--- config.mk ---
export PLATFORM = sky130hd
export DESIGN_NAME = uart_tx_arbiter_flat
export DESIGN_NICKNAME = d
export VERILOG_FILES = /design/src/rtl/uart_arb_pkg.sv /design/src/rtl/uart_tx_arbiter_if.sv /design/src/rtl/rr_pick.sv /design/src/rtl/uart_tx_arbiter.sv /design/src/flat_wrapper.sv
export SDC_FILE = /design/constraint.sdc
export NUM_CORES = 1
export LEC_CHECK = 0
export CORE_ASPECT_RATIO = 0.5
export CORE_UTILIZATION = 40
export DETAILED_ROUTE_END_ITERATION = 7
export PLACE_DENSITY = 0.73
export SYNTH_ARGS = -nofsm -noshare
export SYNTH_HDL_FRONTEND = slang
export SYNTH_HIERARCHICAL = 1
export SYNTH_SLANG_ARGS = --single-unit
--- constraint.sdc ---
create_clock -name clk -period 4.84 [get_ports clk]
set_clock_uncertainty 0.1 [all_clocks]
set_input_delay 0.726 -clock clk [delete_from_list [all_inputs] [get_ports clk]]
set_output_delay 0.726 -clock clk [all_outputs]
set_load 0.02 [all_outputs]
--- src/rtl/uart_arb_pkg.sv ---
// uart_arb_pkg: shared types and defaults for the UART transmit arbiter.
//   state_t           - arbiter FSM encoding
//   DATA_W_DEF        - default byte width
//   START_TIMEOUT_DEF - default cycles to wait for tx_busy before re-pulsing tx_start
//   id_w()            - requester index width, at least 1 bit so NUM_REQ=1 still works
package uart_arb_pkg;
   typedef enum logic [2:0] {ARB, HOLD, START, WAIT_BUSY, WAIT_DONE} state_t;
   localparam int DATA_W_DEF = 8;
   localparam int START_TIMEOUT_DEF = 15;
   function automatic int id_w(input int n);
      return n > 1 ? $clog2(n) : 1;
   endfunction
endpackage

--- src/rtl/uart_tx_arbiter_if.sv ---
// uart_tx_arbiter_if: requester bus plus transmitter handshake for the UART arbiter.
//   req_valid/req_data/req_last/req_ready - NUM_REQ byte sources, byte i at [i*DATA_W +: DATA_W]
//   tx_data/tx_start/tx_busy              - link to uart_tx_module
//   grant_id/locked                       - arbitration status
//   master: the arbiter side; slave: requesters and transmitter side
interface uart_tx_arbiter_if import uart_arb_pkg::*; #(
   parameter int NUM_REQ = 3,
   parameter int DATA_W = DATA_W_DEF
) ();
   localparam int ID_W = id_w(NUM_REQ);
   logic [NUM_REQ-1:0] req_valid;
   logic [NUM_REQ*DATA_W-1:0] req_data;
   logic [NUM_REQ-1:0] req_last;
   logic [NUM_REQ-1:0] req_ready;
   logic [DATA_W-1:0] tx_data;
   logic tx_start;
   logic tx_busy;
   logic [ID_W-1:0] grant_id;
   logic locked;
   modport master (
      input req_valid, req_data, req_last, tx_busy,
      output req_ready, tx_data, tx_start, grant_id, locked
   );
   modport slave (
      output req_valid, req_data, req_last, tx_busy,
      input req_ready, tx_data, tx_start, grant_id, locked
   );
endinterface

--- src/rtl/rr_pick.sv ---
// rr_pick: combinational round-robin picker.
//   req       in  NUM_REQ  request vector
//   ptr       in  ID_W     highest-priority index
//   win       out ID_W     first set request at or after ptr, wrapping modulo NUM_REQ
//   any_valid out 1        some request is set
module rr_pick #(
   parameter int NUM_REQ = 3,
   parameter int ID_W = 2
) (
   input  logic [NUM_REQ-1:0] req,
   input  logic [ID_W-1:0]    ptr,
   output logic [ID_W-1:0]    win,
   output logic               any_valid
);
   logic [ID_W-1:0] idx;
   // scan from the farthest offset back to ptr so the nearest set request wins last
   always_comb begin
      idx = '0;
      win = '0;
      for (int i = NUM_REQ - 1; i >= 0; i--) begin
         idx = ID_W'((int'(ptr) + i) % NUM_REQ);
         if (req[idx]) win = idx;
      end
   end
   assign any_valid = |req;
endmodule

--- src/rtl/uart_tx_arbiter.sv ---
// uart_tx_arbiter: round-robin sharing of one UART transmitter among NUM_REQ byte sources.
//   clk   in  system clock
//   rst_n in  synchronous active-low reset
//   bus   master modport of uart_tx_arbiter_if (requesters, tx link, grant status)
// A grant stays locked to one requester until it sends a byte marked last.
module uart_tx_arbiter import uart_arb_pkg::*; #(
   parameter int NUM_REQ = 3,
   parameter int DATA_W = DATA_W_DEF,
   parameter int START_TIMEOUT = START_TIMEOUT_DEF
) (
   input logic clk,
   input logic rst_n,
   uart_tx_arbiter_if.master bus
);
   localparam int ID_W = id_w(NUM_REQ);
   localparam int CNT_W = $clog2(START_TIMEOUT + 1);
   state_t state, state_d;
   logic [ID_W-1:0] rr_ptr, win, sel;
   logic any_valid, accept, last_q;
   logic [CNT_W-1:0] cnt;
   rr_pick #(.NUM_REQ(NUM_REQ), .ID_W(ID_W)) u_pick (
      .req(bus.req_valid),
      .ptr(rr_ptr),
      .win(win),
      .any_valid(any_valid)
   );
   always_comb begin
      state_d = state;
      accept = 1'b0;
      sel = bus.grant_id;
      bus.tx_start = 1'b0;
      case (state)
         ARB: begin
            sel = win;
            accept = any_valid;
         end
         HOLD: accept = bus.req_valid[bus.grant_id];
         START: begin
            bus.tx_start = !bus.tx_busy;
            state_d = bus.tx_busy ? START : WAIT_BUSY;
         end
         WAIT_BUSY: state_d = bus.tx_busy ? WAIT_DONE :
                              (cnt == CNT_W'(START_TIMEOUT - 1)) ? START : WAIT_BUSY;
         WAIT_DONE: state_d = bus.tx_busy ? WAIT_DONE : (last_q ? ARB : HOLD);
         default: state_d = ARB;
      endcase
      if (accept) state_d = START;
      bus.req_ready = accept ? NUM_REQ'(1) << sel : '0;
   end
   always_ff @(posedge clk) begin
      if (!rst_n) begin
         state <= ARB;
         rr_ptr <= '0;
         last_q <= 1'b0;
         cnt <= '0;
         bus.grant_id <= '0;
         bus.locked <= 1'b0;
         bus.tx_data <= '0;
      end else begin
         state <= state_d;
         // counts WAIT_BUSY cycles; zero whenever we are elsewhere, so entry starts at 0
         cnt <= (state == WAIT_BUSY) ? cnt + 1'b1 : '0;
         if (accept) begin
            bus.grant_id <= sel;
            bus.tx_data <= bus.req_data[sel*DATA_W +: DATA_W];
            last_q <= bus.req_last[sel];
            bus.locked <= 1'b1;
         end
         if (state == WAIT_DONE && !bus.tx_busy && last_q) begin
            bus.locked <= 1'b0;
            rr_ptr <= (int'(bus.grant_id) == NUM_REQ - 1) ? '0 : bus.grant_id + 1'b1;
         end
      end
   end
endmodule

--- src/flat_wrapper.sv ---
// flat-port wrapper written by rule: the top's interface ports become plain ports
module uart_tx_arbiter_flat import uart_arb_pkg::*;
#(
   parameter int NUM_REQ = 3,
   parameter int DATA_W = DATA_W_DEF,
   parameter int START_TIMEOUT = START_TIMEOUT_DEF
)
  (clk, rst_n, bus_req_valid, bus_req_data, bus_req_last, bus_tx_busy, bus_req_ready, bus_tx_data, bus_tx_start, bus_grant_id, bus_locked);
  uart_tx_arbiter_if #(.NUM_REQ(NUM_REQ), .DATA_W(DATA_W)) bus_i ();
  input logic clk;
  input logic rst_n;
  input wire logic [$bits(bus_i.req_valid)-1:0] bus_req_valid;
  input wire logic [$bits(bus_i.req_data)-1:0] bus_req_data;
  input wire logic [$bits(bus_i.req_last)-1:0] bus_req_last;
  input wire logic [$bits(bus_i.tx_busy)-1:0] bus_tx_busy;
  output wire logic [$bits(bus_i.req_ready)-1:0] bus_req_ready;
  output wire logic [$bits(bus_i.tx_data)-1:0] bus_tx_data;
  output wire logic [$bits(bus_i.tx_start)-1:0] bus_tx_start;
  output wire logic [$bits(bus_i.grant_id)-1:0] bus_grant_id;
  output wire logic [$bits(bus_i.locked)-1:0] bus_locked;
  assign bus_i.req_valid = bus_req_valid;
  assign bus_i.req_data = bus_req_data;
  assign bus_i.req_last = bus_req_last;
  assign bus_i.tx_busy = bus_tx_busy;
  assign bus_req_ready = bus_i.req_ready;
  assign bus_tx_data = bus_i.tx_data;
  assign bus_tx_start = bus_i.tx_start;
  assign bus_grant_id = bus_i.grant_id;
  assign bus_locked = bus_i.locked;
  uart_tx_arbiter #(.NUM_REQ(NUM_REQ), .DATA_W(DATA_W), .START_TIMEOUT(START_TIMEOUT)) u_core (.clk(clk), .rst_n(rst_n), .bus(bus_i));
endmodule
==> impl_metrics.toml, run 1 <==
[final_layout]
nets = 221
mostFrequentLayoutCell = "clkdlybuf4s50_1"
post-route-util_pct = 60.1
n_antenna_cell = 0
drive_gt1_share_pct = 7.69
final_cell_mix = "47 x clkdlybuf4s50_1, 21 x dfxtp_1, 10 x mux2i_1"
fillers = 273
area_growth_pct = 41.9

[critical_path]
worst-path-buf-inv = 3
end_kind = "output pin"
start_kind = "primary input"
crit_arrival_ns = 3.16
path_cells = "clkdlybuf4s50_1 > and2b_1 > o221ai_1 > o311ai_1 > mux2i_2 > inv_1 > nor2_1 > clkdlybuf4s50_1"
reg2reg_from = "u_core/rr_ptr[0]"
cpMostUsedCell = "clkdlybuf4s50_1"
cp_top_family = "buffers and inverters"
timing.rr.end = "u_core/bus.tx_data[3]"
worstPathRequired_ns = 4.01
endpoint = "bus_req_ready[0]"
cp.depth = 8
cp_slowest_stage_delay_ns = 0.60
ff2ff_setup_slack_ns = 2.17
slowest_stage = "clkdlybuf4s50_1"
r2r_cells = 9
critical_path.startpoint = "bus_req_valid[1]"
criticalPathCategory = "primary input to output pin"
cp_max_fo = 8

[cts]
cts_resized = 0
htreeDepth = 1
cts_tree = "built"
cts_sinks = 21
ctsHoldBuffers = 0
cts.clk_slew.worst_paths_ns = 0.08
ctsRootBufferMaster = "clkbuf_8"
numCtsBuffers = 3
cts_buffer_depth = 2
clk_latency_ns = 0.26
post-cts-setup-buffer-count = 0

[timing]
min_period_over_period_pct = 82.3
whs_ns = 0.393
maxSlewViolCount = 0
hold_viol_final = 0
clock.fmax_mhz = 251
fin_setup_tns_ns = 0
min_period_ns = 3.98
worst_slew_pin_slew_ns = 0.701
rsz0062_at_grt = "false"
setup_viol = 0
slew-limit-headroom_pct = 53.3

[min_path]
hold_class = "flip-flop to flip-flop"
hold_start = "u_core/bus.tx_data[0]"

[synth]
ys.warnings.count = 6
synthAdderAreaFrac_pct = 4.90
synthCells = 137
ys_types = 44
synth-seq-cells = 21
synthXorXnorAreaFrac_pct = 1.37
synth_area_per_cell_um2 = 9.32
synthMuxAreaShare_pct = 9.80
synthSimpleGateAreaFrac_pct = 24.1
synth_top_family_by_area = "simple AND/OR/NAND/NOR gates"
yosysSeqAreaShare_pct = 32.9
netlist_area_um2 = 1280
synth-compound-area-share_pct = 22.5
synth_fp_nets = 175

[place]
port_buffers = 47
gp_congestion = 0.799
hpwl_mm = 2.26

[pwr]
p_per_area_nw_per_um2 = 264
total_power_mw = 0.478
p_leak_nw = 0.721
peakVddDrop_uv = 108

[global_routing]
grt.overflow.total = 0
grt_pass1_wl_mm = 4.64
antenna_found_initial = 0
grt_pass1_vias = 1019
grtUsageTotal_pct = 17.7
grt_max_degree = 15

[detailed_routing]
drc = 0
dr_total_vias = 1186
routed_wl_mm = 2.92
drt-wirelength-per-cell_um = 13.2
viasPerCell = 5.34
postRouteAntennaNets = 0
initialDrtViolationCount = 53
detail_route.first_pass.iterations = 4

[floorplanning]
ios = 48
fp.dieW_um = 81.9
fp.dieH_um = 41.9
rows = 14
core_um2 = 3010
dieArea_um2 = 3430
start_util_pct = 42.4

[status]
status = "complete, no violations"

[flow_run]
max_cap_viol_count = 0
==> where the power goes <==
group | internal, mW | total, mW | leakage (nW) | switching (mW)
registers | 0.188 | 0.202 | 0.172 | 0.0140
logic | 0.0855 | 0.163 | 0.523 | 0.0770
clock network | 0.0573 | 0.114 | 0.0255 | 0.0565
==> synth_stat cells, drive strengths merged <==
library cell  instances  area (µm²)
a211o                 1        8.76
nor2b                 4        25.0
mux2i                11         114
nor3                 10        61.3
nor3b                 1        12.5
a21o                  1        7.51
a221oi                1        8.76
nand3                 2        10.0
o211a                 3        30.0
a21oi                 9        56.3
and2                  2        12.5
nor4b                 1        23.8
o221ai                1        8.76
o311ai                1        8.76
ha                    5        62.6
and2b                 3        22.5
or2                   3        18.8
and3                  2        12.5
mux2                  1        11.3
buf                   4        25.0
o21ai                 9        45.0
or3                   1        6.26
a21boi                1        11.3
a32oi                 1        16.3
and4                  1        8.76
nand2b                5        31.3
nand3b                2        15.0
nor2                  7        26.3
xnor2                 1        8.76
or4b                  1        10.0
dfxtp                21         420
nand2                 3        11.3
a32o                  1        10.0
a221o                 6        60.1
o32ai                 1        8.76
inv                   6        22.5
xor2                  1        8.76
clkbuf                2        7.51
o21a                  1        7.51
==> cell type report <==
class / instances / area [µm²] / area share [%]
Multi-Input combinational cell: 104 / 801 / 44.2
Sequential cell: 21 / 420 / 23.2
Inverter: 6 / 22.5 / 1.24
Tap cell: 40 / 50.0 / 2.76
Clock inverter: 1 / 5.00 / 0.276
Clock buffer: 3 / 41.3 / 2.28
Timing Repair Buffer: 47 / 470 / 26.0
==> registers in the layout, summed over array words and instances, names as in the netlist <==
| signal | cells |
|---|---|
| u_core/bus.tx_data | 8 |
| u_core/cnt | 4 |
| u_core/state | 3 |
| u_core/bus.grant_id | 2 |
| u_core/rr_ptr | 2 |
| u_core/bus.locked | 1 |
| u_core/last_q | 1 |
==> worst register-to-register path, cell delays in order (launching register included) <==
cell      delay, ns
dfxtp_1        0.36
inv_1          0.07
ha_1           0.35
and2b_1        0.19
o221ai_1       0.16
o311ai_1       0.16
mux2i_2        0.55
nand2_1        0.30
nor3_1         0.24
a221o_1        0.14
==> worst min-delay path by stage <==
stage	to	cells after the start
2_1_floorplan	u_core/cnt[0]	1
6_report	u_core/bus.tx_data[0]	1
3_5_place_dp	u_core/bus.tx_data[0]	1
4_1_cts	u_core/bus.tx_data[0]	1
3_3_place_gp	u_core/cnt[0]	1
5_1_grt	u_core/bus.tx_data[0]	1
==> metrics by stage <==
step	setup slack (ns)	instances	instance area, µm²
2_1_floorplan	2.00	137	1280
3_3_place_gp	0.936	218	1760
3_5_place_dp	0.858	218	1760
4_1_cts	0.850	222	1810
5_1_grt	0.760	222	1810
6_report	0.857	222	1810
==> per-layer routing <==
metal  global-route usage, %  up-vias  wire [µm]
met5                       0        -          0
met4                    3.16        0         11
met3                    5.05        2        142
met2                    27.8       30       1310
met1                    24.4      555       1460
li1                        -      599          -
==> kinds of logic (layout without fill, tap and decap cells) <==
| kind of cell | count (synthesis) | in the layout |
|---|---|---|
| AO/OA/AOI/OAI | 37 | 37 |
| XOR/XNOR | 2 | 2 |
| adder cells (fa/ha/maj) | 5 | 5 |
| buffers and inverters | 12 | 57 |
| flip-flops | 21 | 21 |
| multiplexers | 12 | 12 |
| AND/OR/NAND/NOR | 48 | 48 |
No activity file was read; power rests on OpenSTA's default activity.
==> inputs of run 2 (changes only) <==
- clock period: 4.84 -> 4 ns (I/O delays scaled with it)
==> run 2 against run 1 <==
Compared with the run above:
- combinational power is 23% higher
- setup slack lost 0.44 ns
- flip-flop and latch count unchanged
- critical path type unchanged
- clock-buffer cell count stayed put
- worst hold slack got worse by 0.018 ns
- non-clock buffer count rose by 2
- clock power grew 20%
- power grew 22%
- via count rose by 0.93%
- largest cell class unchanged
- core utilization is 0.50 points higher
==> impl_metrics.toml, run 2 (same netlist as run 1, synthesis figures left out) <==
[critical_path]
criticalPathCategory = "primary input to output pin"
cp_slowest_stage_delay_ns = 0.55
worst-path-buf-inv = 2
end_kind = "output pin"
r2r_cells = 9
crit_arrival_ns = 2.88
timing.rr.end = "u_core/bus.tx_data[3]"
start_kind = "primary input"
reg2reg_from = "u_core/rr_ptr[0]"
cp_max_fo = 5
ff2ff_setup_slack_ns = 1.40
worstPathRequired_ns = 3.30
path_cells = "clkdlybuf4s50_1 > a21boi_2 > o21ai_0 > o311ai_1 > nand3b_1 > o21ai_0 > and2_1 > clkdlybuf4s50_1"
slowest_stage = "clkdlybuf4s50_1"
cp_top_family = "buffers and inverters"

[final_layout]
area_growth_pct = 43.0
fillers = 287
final_cell_mix = "47 x clkdlybuf4s50_1, 21 x dfxtp_1, 10 x mux2i_1"
drive_gt1_share_pct = 8.70
regMostFlops = "u_core/bus.tx_data"
top_regs = "u_core/bus.tx_data (8), u_core/cnt (4), u_core/state (3)"
mostFrequentLayoutCell = "clkdlybuf4s50_1"
largest_reg_flops = 8
nets = 223
n_antenna_cell = 0

[min_path]
hold_start = "u_core/cnt[0]"
hold_class = "flip-flop to flip-flop"
holdPathStages = 1
min_to = "u_core/cnt[0]"

[floorplanning]
core_um2 = 3010
fp.dieH_um = 41.9
dieArea_um2 = 3430
rows = 14
ios = 48
start_util_pct = 42.4
fp.dieW_um = 81.9

[global_routing]
grt_pass1_vias = 1121
grtUsageTotal_pct = 18.3
antenna_found_initial = 0
grt_pass1_wl_mm = 4.86
grt.overflow.total = 0
grt_max_degree = 15

[timing]
clock.fmax_mhz = 279
hold_viol_final = 0
slew-limit-headroom_pct = 53.9
fin_setup_tns_ns = 0
worst_slew_pin_slew_ns = 0.692
min_period_over_period_pct = 89.5
setup_slack_ns = 0.419
setup_viol = 0
min_period_ns = 3.58
rsz0062_at_grt = "false"
maxSlewViolCount = 0

[cts]
cts_sinks = 21
cts_buffer_depth = 2
clk_latency_ns = 0.26
post-cts-setup-buffer-count = 0
ctsRootBufferMaster = "clkbuf_8"
numCtsBuffers = 3
cts_resized = 0
ctsHoldBuffers = 0
htreeDepth = 1
cts.clk_slew.worst_paths_ns = 0.08
cts_tree = "built"

[flow_run]
max_cap_viol_count = 0

[detailed_routing]
drc = 0
initialDrtViolationCount = 75
viasPerCell = 5.34
routed_wl_mm = 3.00
dr_total_vias = 1197
detail_route.first_pass.iterations = 4
drt-wirelength-per-cell_um = 13.4
postRouteAntennaNets = 0

[place]
port_buffers = 47
gp_congestion = 0.768
pre_cts_slack_ns = 0.435
hpwl_mm = 2.32

[pwr]
p_leak_nw = 0.730
p_per_area_nw_per_um2 = 319
peakVddDrop_uv = 121

[status]
status = "complete, no violations"
[run 2: changes by cell type in the layout (fill, tap and decap cells not counted)]
cell / change
buf_4: +2
[run 2: where the power goes]
part / switching (mW) / internal (mW)
Clock: 0.0674 / 0.0693
Sequential: 0.0169 / 0.228
Combinational: 0.0950 / 0.106
Total: 0.179 / 0.403
[run 2: through the flow]
stage | util, % | std cells | area, µm² | power, mW | hold WS (ns)
floorplan | - | 137 | 1280 | 0.360 | 0.330
global placement | 59.1 | 220 | 1780 | 0.449 | 0.341
detailed placement | 59.1 | 220 | 1780 | 0.451 | 0.363
CTS | 60.6 | 224 | 1830 | 0.589 | 0.383
global route | 60.6 | 224 | 1830 | 0.616 | 0.396
finish | 60.6 | 224 | 1830 | 0.583 | 0.375
[run 2: routing by layer]
metal	wire, µm	GRT usage, %	share of wire [%]
met1	1410	23.4	47
met3	167	5.05	5.6
met5	0	0	0
met4	0	2.11	0
met2	1420	31.6	47
[run 2: how the worst max path moves through the flow]
stage | slack, ns | startpoint | cells past startpoint | endpoint
6_report | 0.42 | bus_req_valid[2] | 8 | bus_req_ready[1]
5_1_grt | 0.29 | bus_req_valid[2] | 8 | bus_req_ready[1]
4_1_cts | 0.43 | bus_req_valid[2] | 8 | bus_req_ready[1]
3_5_place_dp | 0.44 | bus_req_valid[2] | 8 | bus_req_ready[1]
3_3_place_gp | 0.51 | bus_req_valid[2] | 8 | bus_req_ready[1]
2_1_floorplan | 1.29 | u_core/rr_ptr[0] | 8 | bus_req_ready[0]
[run 2: final cells by class]
type	instances	area (µm²)	area share (%)
inverters	6	22.5	1.23
multi-input cells	104	801	43.9
clock buffers	3	41.3	2.26
flip-flops and latches	21	420	23.0
clock inverters	1	5.00	0.274
well taps	40	50.0	2.74
repair buffers	49	485	26.6
